`src/rtl/ysyx_24080018_pkg.sv`:
```
// ---------------------------------------------------------------------------
// ysyx_24080018_pkg
//   Shared types and constants for the instruction fetch stage.
//   - fetch_state_e    : fetch FSM states (request / wait response / output)
//   - RESET_PC_DEFAULT : default PC loaded on reset
//   - INST_NOP         : canonical RV32 NOP (addi x0, x0, 0)
// ---------------------------------------------------------------------------
package ysyx_24080018_pkg;

    typedef enum logic [1:0] {
        S_REQ  = 2'd0,
        S_WAIT = 2'd1,
        S_OUT  = 2'd2
    } fetch_state_e;

    localparam logic [31:0] RESET_PC_DEFAULT = 32'h8000_0000;
    localparam logic [31:0] INST_NOP         = 32'h0000_0013;

endpackage

```
`src/rtl/ysyx_24080018_fetch_reg.sv`:
```
// ---------------------------------------------------------------------------
// ysyx_24080018_fetch_reg
//   Generic enabled register with synchronous active-high reset.
//   Ports:
//     clk  in   clock
//     rst  in   synchronous reset, loads RESET_VAL
//     en   in   load enable
//     d    in   WIDTH  next value
//     q    out  WIDTH  registered value
// ---------------------------------------------------------------------------
module ysyx_24080018_fetch_reg #(
    parameter int               WIDTH     = 32,
    parameter logic [WIDTH-1:0] RESET_VAL = '0
) (
    input  logic             clk,
    input  logic             rst,
    input  logic             en,
    input  logic [WIDTH-1:0] d,
    output logic [WIDTH-1:0] q
);

    always_ff @(posedge clk) begin
        if (rst) begin
            q <= RESET_VAL;
        end else if (en) begin
            q <= d;
        end
    end

endmodule

```
`src/rtl/ysyx_24080018_fetch.sv`:
```
// ---------------------------------------------------------------------------
// ysyx_24080018_fetch
//   Instruction fetch stage of the single-issue RV32 core. Holds the PC,
//   issues one word fetch at a time to instruction memory, and hands the
//   returned word plus its PC to decode. Execute may redirect the PC at any
//   time; a fetch already in flight when that happens is dropped on return.
//   Ports:
//     clk, rst                    clock, synchronous active-high reset
//     mem_req_valid/ready/addr    fetch request channel (addr = pc)
//     mem_resp_valid/data/err     one-cycle response pulse, no backpressure
//     inst_valid/ready            handshake towards decode
//     inst, inst_pc, inst_err     fetched word, its PC, access-fault flag
//     redirect_valid, redirect_pc PC change from execute (low 2 bits ignored)
// ---------------------------------------------------------------------------
module ysyx_24080018_fetch
    import ysyx_24080018_pkg::*;
#(
    parameter int              XLEN     = 32,
    parameter logic [XLEN-1:0] RESET_PC = RESET_PC_DEFAULT
) (
    input  logic            clk,
    input  logic            rst,
    output logic            mem_req_valid,
    input  logic            mem_req_ready,
    output logic [XLEN-1:0] mem_req_addr,
    input  logic            mem_resp_valid,
    input  logic [XLEN-1:0] mem_resp_data,
    input  logic            mem_resp_err,
    output logic            inst_valid,
    input  logic            inst_ready,
    output logic [XLEN-1:0] inst,
    output logic [XLEN-1:0] inst_pc,
    output logic            inst_err,
    input  logic            redirect_valid,
    input  logic [XLEN-1:0] redirect_pc
);

    localparam int INST_W = 2 * XLEN + 1;

    fetch_state_e    state_reg, state_next;
    logic            discard_reg, discard_next;
    logic [XLEN-1:0] pc_reg, pc_next;
    logic            pc_en;
    logic            inst_en;
    logic            req_fire;
    logic [INST_W-1:0] inst_bundle_next, inst_bundle_reg;
    logic            redirect_lsb_unused;

    // Low PC bits from execute are deliberately dropped (word-aligned fetch).
    assign redirect_lsb_unused = ^redirect_pc[1:0];

    // Request is masked while reset is held so memory never sees a request
    // during a reset cycle, even if the FSM was sitting in S_REQ.
    assign mem_req_valid = (state_reg == S_REQ) && !rst;
    assign mem_req_addr  = pc_reg;
    assign req_fire      = mem_req_valid && mem_req_ready;
    assign inst_valid    = (state_reg == S_OUT);

    always_ff @(posedge clk) begin
        if (rst) begin
            state_reg   <= S_REQ;
            discard_reg <= 1'b0;
        end else begin
            state_reg   <= state_next;
            discard_reg <= discard_next;
        end
    end

    always_comb begin
        state_next   = state_reg;
        discard_next = discard_reg;
        pc_en        = 1'b0;
        pc_next      = pc_reg;
        inst_en      = 1'b0;

        case (state_reg)
            S_REQ: begin
                if (req_fire) begin
                    state_next   = S_WAIT;
                    // A redirect in the accept cycle makes this fetch stale.
                    discard_next = redirect_valid;
                end
            end
            S_WAIT: begin
                if (mem_resp_valid) begin
                    state_next   = S_REQ;
                    discard_next = 1'b0;
                    // A redirect landing with the response also kills it.
                    if (!discard_reg && !redirect_valid) begin
                        inst_en    = 1'b1;
                        state_next = S_OUT;
                    end
                end else if (redirect_valid) begin
                    discard_next = 1'b1;
                end
            end
            S_OUT: begin
                if (inst_ready) begin
                    pc_en      = 1'b1;
                    pc_next    = pc_reg + XLEN'(4);
                    state_next = S_REQ;
                end
                if (redirect_valid) begin
                    state_next = S_REQ;
                end
            end
            default: begin
                state_next = S_REQ;
            end
        endcase

        // Redirect overrides any sequential PC update.
        if (redirect_valid) begin
            pc_en   = 1'b1;
            pc_next = {redirect_pc[XLEN-1:2], 2'b00};
        end
    end

    ysyx_24080018_fetch_reg #(
        .WIDTH     (XLEN),
        .RESET_VAL (RESET_PC)
    ) u_pc_reg (
        .clk (clk),
        .rst (rst),
        .en  (pc_en),
        .d   (pc_next),
        .q   (pc_reg)
    );

    assign inst_bundle_next = {mem_resp_data, pc_reg, mem_resp_err};

    ysyx_24080018_fetch_reg #(
        .WIDTH     (INST_W),
        .RESET_VAL ('0)
    ) u_inst_reg (
        .clk (clk),
        .rst (rst),
        .en  (inst_en),
        .d   (inst_bundle_next),
        .q   (inst_bundle_reg)
    );

    assign inst     = inst_bundle_reg[INST_W-1 -: XLEN];
    assign inst_pc  = inst_bundle_reg[XLEN:1];
    assign inst_err = inst_bundle_reg[0];

    // Memory must only respond to an accepted, still-outstanding request.
    resp_only_in_wait: assert property (
        @(posedge clk) disable iff (rst) mem_resp_valid |-> (state_reg == S_WAIT)
    );

endmodule

```
`config.mk`:
```
export PLATFORM = sky130hd
export DESIGN_NAME = ysyx_24080018_fetch
export DESIGN_NICKNAME = d
export VERILOG_FILES = /design/src/rtl/ysyx_24080018_pkg.sv /design/src/rtl/ysyx_24080018_fetch_reg.sv /design/src/rtl/ysyx_24080018_fetch.sv
export SDC_FILE = /design/constraint.sdc
export NUM_CORES = 1
export LEC_CHECK = 0
export CAP_MARGIN = 20
export CORE_MARGIN = 5
export CORE_UTILIZATION = 39
export DETAILED_ROUTE_END_ITERATION = 16
export GPL_TIMING_DRIVEN = 0
export PLACE_DENSITY = 0.85
export SETUP_SLACK_MARGIN = 0.15
export SLEW_MARGIN = 10
export SYNTH_ARGS = -nofsm -noshare
export SYNTH_HDL_FRONTEND = slang
export SYNTH_SLANG_ARGS = --single-unit
export TNS_END_PERCENT = 5
```
`constraint.sdc`:
```
create_clock -name clk -period 1.8 [get_ports clk]
set_input_delay 0.36 -clock clk [delete_from_list [all_inputs] [get_ports clk]]
set_output_delay 0.36 -clock clk [all_outputs]
set_load 0.02 [all_outputs]
```
==> summary.md <==
| Metric | Value |
|---|---|
| Outcome | `finished, violations left` |
| Failing checks | `setup timing` |
| Min Tclk post-route | `2.02 ns` |
| Layout cells sized above 1 | `15.6%` |
| CP Buf/Inv Count | `0` |
| Cell family with most CP delay | `simple AND/OR/NAND/NOR gates` |
| Post-Synth Simple-Gate Area | `27.0%` |
| Peak VDD IR | `0.448 mV` |
| CP endpoint kind | `flop` |
| CP Class | `flop to flop` |
| Main combinational cell family by area after synthesis | `simple AND/OR/NAND/NOR gates` |
| Register area share after synthesis | `46.7%` |
| Synthesized area per cell | `7.89 um2` |
| FFs w/ async S/R, synth | `0%` |
| Most common cell on crit path | `or4_4` |
| Die Area | `12700 um2` |
| Synth-to-layout area growth | `57.1%` |
| Static Leak | `2.64 nW` |
| GRT Max-Usage Layer | `met2` |
| Pin count of the biggest net entering global routing | `15` |
| Slew HR | `56.4%` |
| CTS max path bufs | `2` |
| Vias per inst | `5.42` |
| Yosys cell types | `49` |
| Die W | `113 um` |
| H-tree levels | `3` |
| Most used flip-flop cell after synthesis | `dfxtp_1` |
| Initial antenna violation count | `0` |
| Mux cell area share after synthesis | `0.243%` |
| Pwr/cell area | `694 nW/um2` |
| Final worst slack | `-0.215 ns` |
| CTS Buf Count | `9` |
| GRT met2 Usage | `35.0%` |
| Met3 Track Usage GR | `5.94%` |
| DP Area | `5960 um2` |
| Synth Area in Adders | `0.304%` |
| WP data arrival | `2.27 ns` |
| Rows | `37` |
| Final cell count without fillers | `855` |
| Type of origin of the critical path | `flop` |
| Vias in the first global route | `4500` |
| CP required | `2.06 ns` |
| Clk root buf | `clkbuf_8` |
| # port buffers | `162` |
| Netlist Area Pre-Place | `4120 um2` |
| Worst-margin pin slew | `0.655 ns` |
| Overall Power | `4.49 mW` |
| Fin. max-slew vios | `0` |
| Largest register FFs | `63` |
| Post-Layout Inst Area | `6470 um2` |
| CP peak stage delay | `0.60 ns` |
| Sink Count | `96` |
| Hold Slack | `0.416 ns` |
| Post-DP HPWL | `10400 um` |
| Global-route wire length before repair | `21800 um` |
| DRC Markers | `0` |
| Pre-CTS WS | `-0.939 ns` |
| Slowest cell on crit path | `or4_4` |
| Final wirelength | `14400 um` |
| Number of flops mapped to enable cells by yosys | `0` |
| Crit share post-route | `112%` |
| Initial Util | `39.9%` |
| Worst min-delay path category | `input pin to flop` |
| Max_cap viols | `0` |
| CTS tree | `yes` |
| Final #Nets | `788` |
| GPL Wtd Cong | `0.865` |
| DRT Pass-1 Iters | `5` |
| Io pins | `170` |
| Synth Register Bits | `96` |
| Post-Synth XOR/XNOR Area | `1.91%` |
| Final Setup Violations | `14` |
| Final hold vios | `0` |
| Final ANT Viol Nets | `0` |
| Fmax achieved | `0.496 GHz` |
| GR Overflow Total | `0` |
| Average wire per standard cell | `16.8 um` |
| Number of diodes | `0` |
| Syn. warnings | `0` |
| RSZ-0062 raised after global routing | `yes` |
| Gate Count Post-Synth | `522` |
| Clk slew on worst S/H paths | `0.09 ns` |
| GRT Overall Usage | `20.9%` |
| # placed instances | `823` |
| CP Max Fanout | `5` |
| Worst skew pair latency | `0.35 ns` |
| Clock Skew | `0.0136 ns` |
| Vias post-DR | `4636` |
| Post-synthesis compound-gate area fraction | `18.7%` |
| Die height | `113 um` |
| Met1 Use GR | `25.7%` |
| Initial DRC count | `376` |
| Core area | `10300 um2` |
| Critical-path cell list | `nand3b_1 > or4_4 > or4_4 > a311oi_2` |
[cells by family (layout without fill, tap and decap cells)]
family | count (synthesis) | after routing
and+or+nand+nor | 241 | 241
AOI/OAI and AO/OA | 122 | 122
DFF | 96 | 96
buffers and inverters | 51 | 245
xor gates and xnor gates | 9 | 9
adders and majority gates | 1 | 1
other | 1 | 4
muxes | 1 | 1
[path summary, 6_finish.rpt]
path / from / to / slack, ns / cells after the start
setup reg to reg: state_reg[0] / u_pc_reg.q[19] / -0.22 / 4
setup / recovery: state_reg[0] / u_pc_reg.q[19] / -0.22 / 4
hold reg to reg: u_inst_reg.q[10] / u_inst_reg.q[10] / 0.46 / 2
hold / removal: rst / u_pc_reg.q[14] / 0.42 / 2
[layout by cell type, fill, tap and decap left out, types with 7 or more instances in the layout]
cell type and instances:
nand2_1 141, dlygate4sd2_1 94, dfxtp_1 73, a21oi_1 68
clkdlybuf4s50_1 65, nor2_1 31, buf_4 29, clkbuf_1 14
dfxtp_2 13, clkbuf_8 12, dfxtp_4 10, inv_1 9
nand4_1 9, o31ai_1 9, a311oi_1 9, a211oi_1 9
nand3_1 8, or4_4 7
[cells in the mapped netlist (6+ instances only)]
master	number	area share [%]
a211oi_1	9	1.6
a21oi_1	68	8.3
a311oi_1	14	3.0
clkbuf_1	33	3.0
dfxtp_1	96	47
inv_1	9	0.82
nand2_1	142	13
nand3_1	11	1.3
nand4_1	9	1.4
nor2_1	31	2.8
nor3_1	6	0.73
nor4_1	9	1.4
o31ai_1	9	1.6
or4_1	9	1.6
xnor2_1	6	1.3
[layer usage]
metal / routed length, um / vias to the layer above / share of wire (%)
met3: 1250 / 26 / 8.7
met5: 0 / - / 0
li1: - / 2216 / -
met4: 279 / 0 / 1.9
met1: 5820 / 2197 / 41
met2: 7010 / 197 / 49
[final cells by class]
class / instances / area (um2)
Timing Repair Buffer: 181 / 1640
Sequential cell: 96 / 1980
Buffer: 41 / 263
Tap cell: 136 / 170
Clock buffer: 12 / 166
Multi-Input combinational cell: 378 / 2180
Inverter: 9 / 33.8
Clock inverter: 2 / 36.3
Fill cell: 914 / 3860
[metrics by stage]
stage	setup TNS [ns]	util (%)
after floorplan	-0.718	-
after global placement	-63.89	57.7
after detailed placement	-72.81	57.7
after CTS	-1.36	59.9
after global routing	-2.64	62.6
final	-1.32	62.6
[where the power goes]
part	internal [mW]	leakage, nW	switching, mW
clock	0.753	0.104	0.723
combinational	0.338	1.74	0.374
sequential	2.20	0.793	0.101
[repair_timing]
item	in CTS	in global routing
endpoints found under the setup margin	189	83
buffers inserted	5	14
pin swaps	8	12
hold buffers	0	0
cloned	0	0
gates resized for setup	141	64
(Power assumes the default switching activity.)
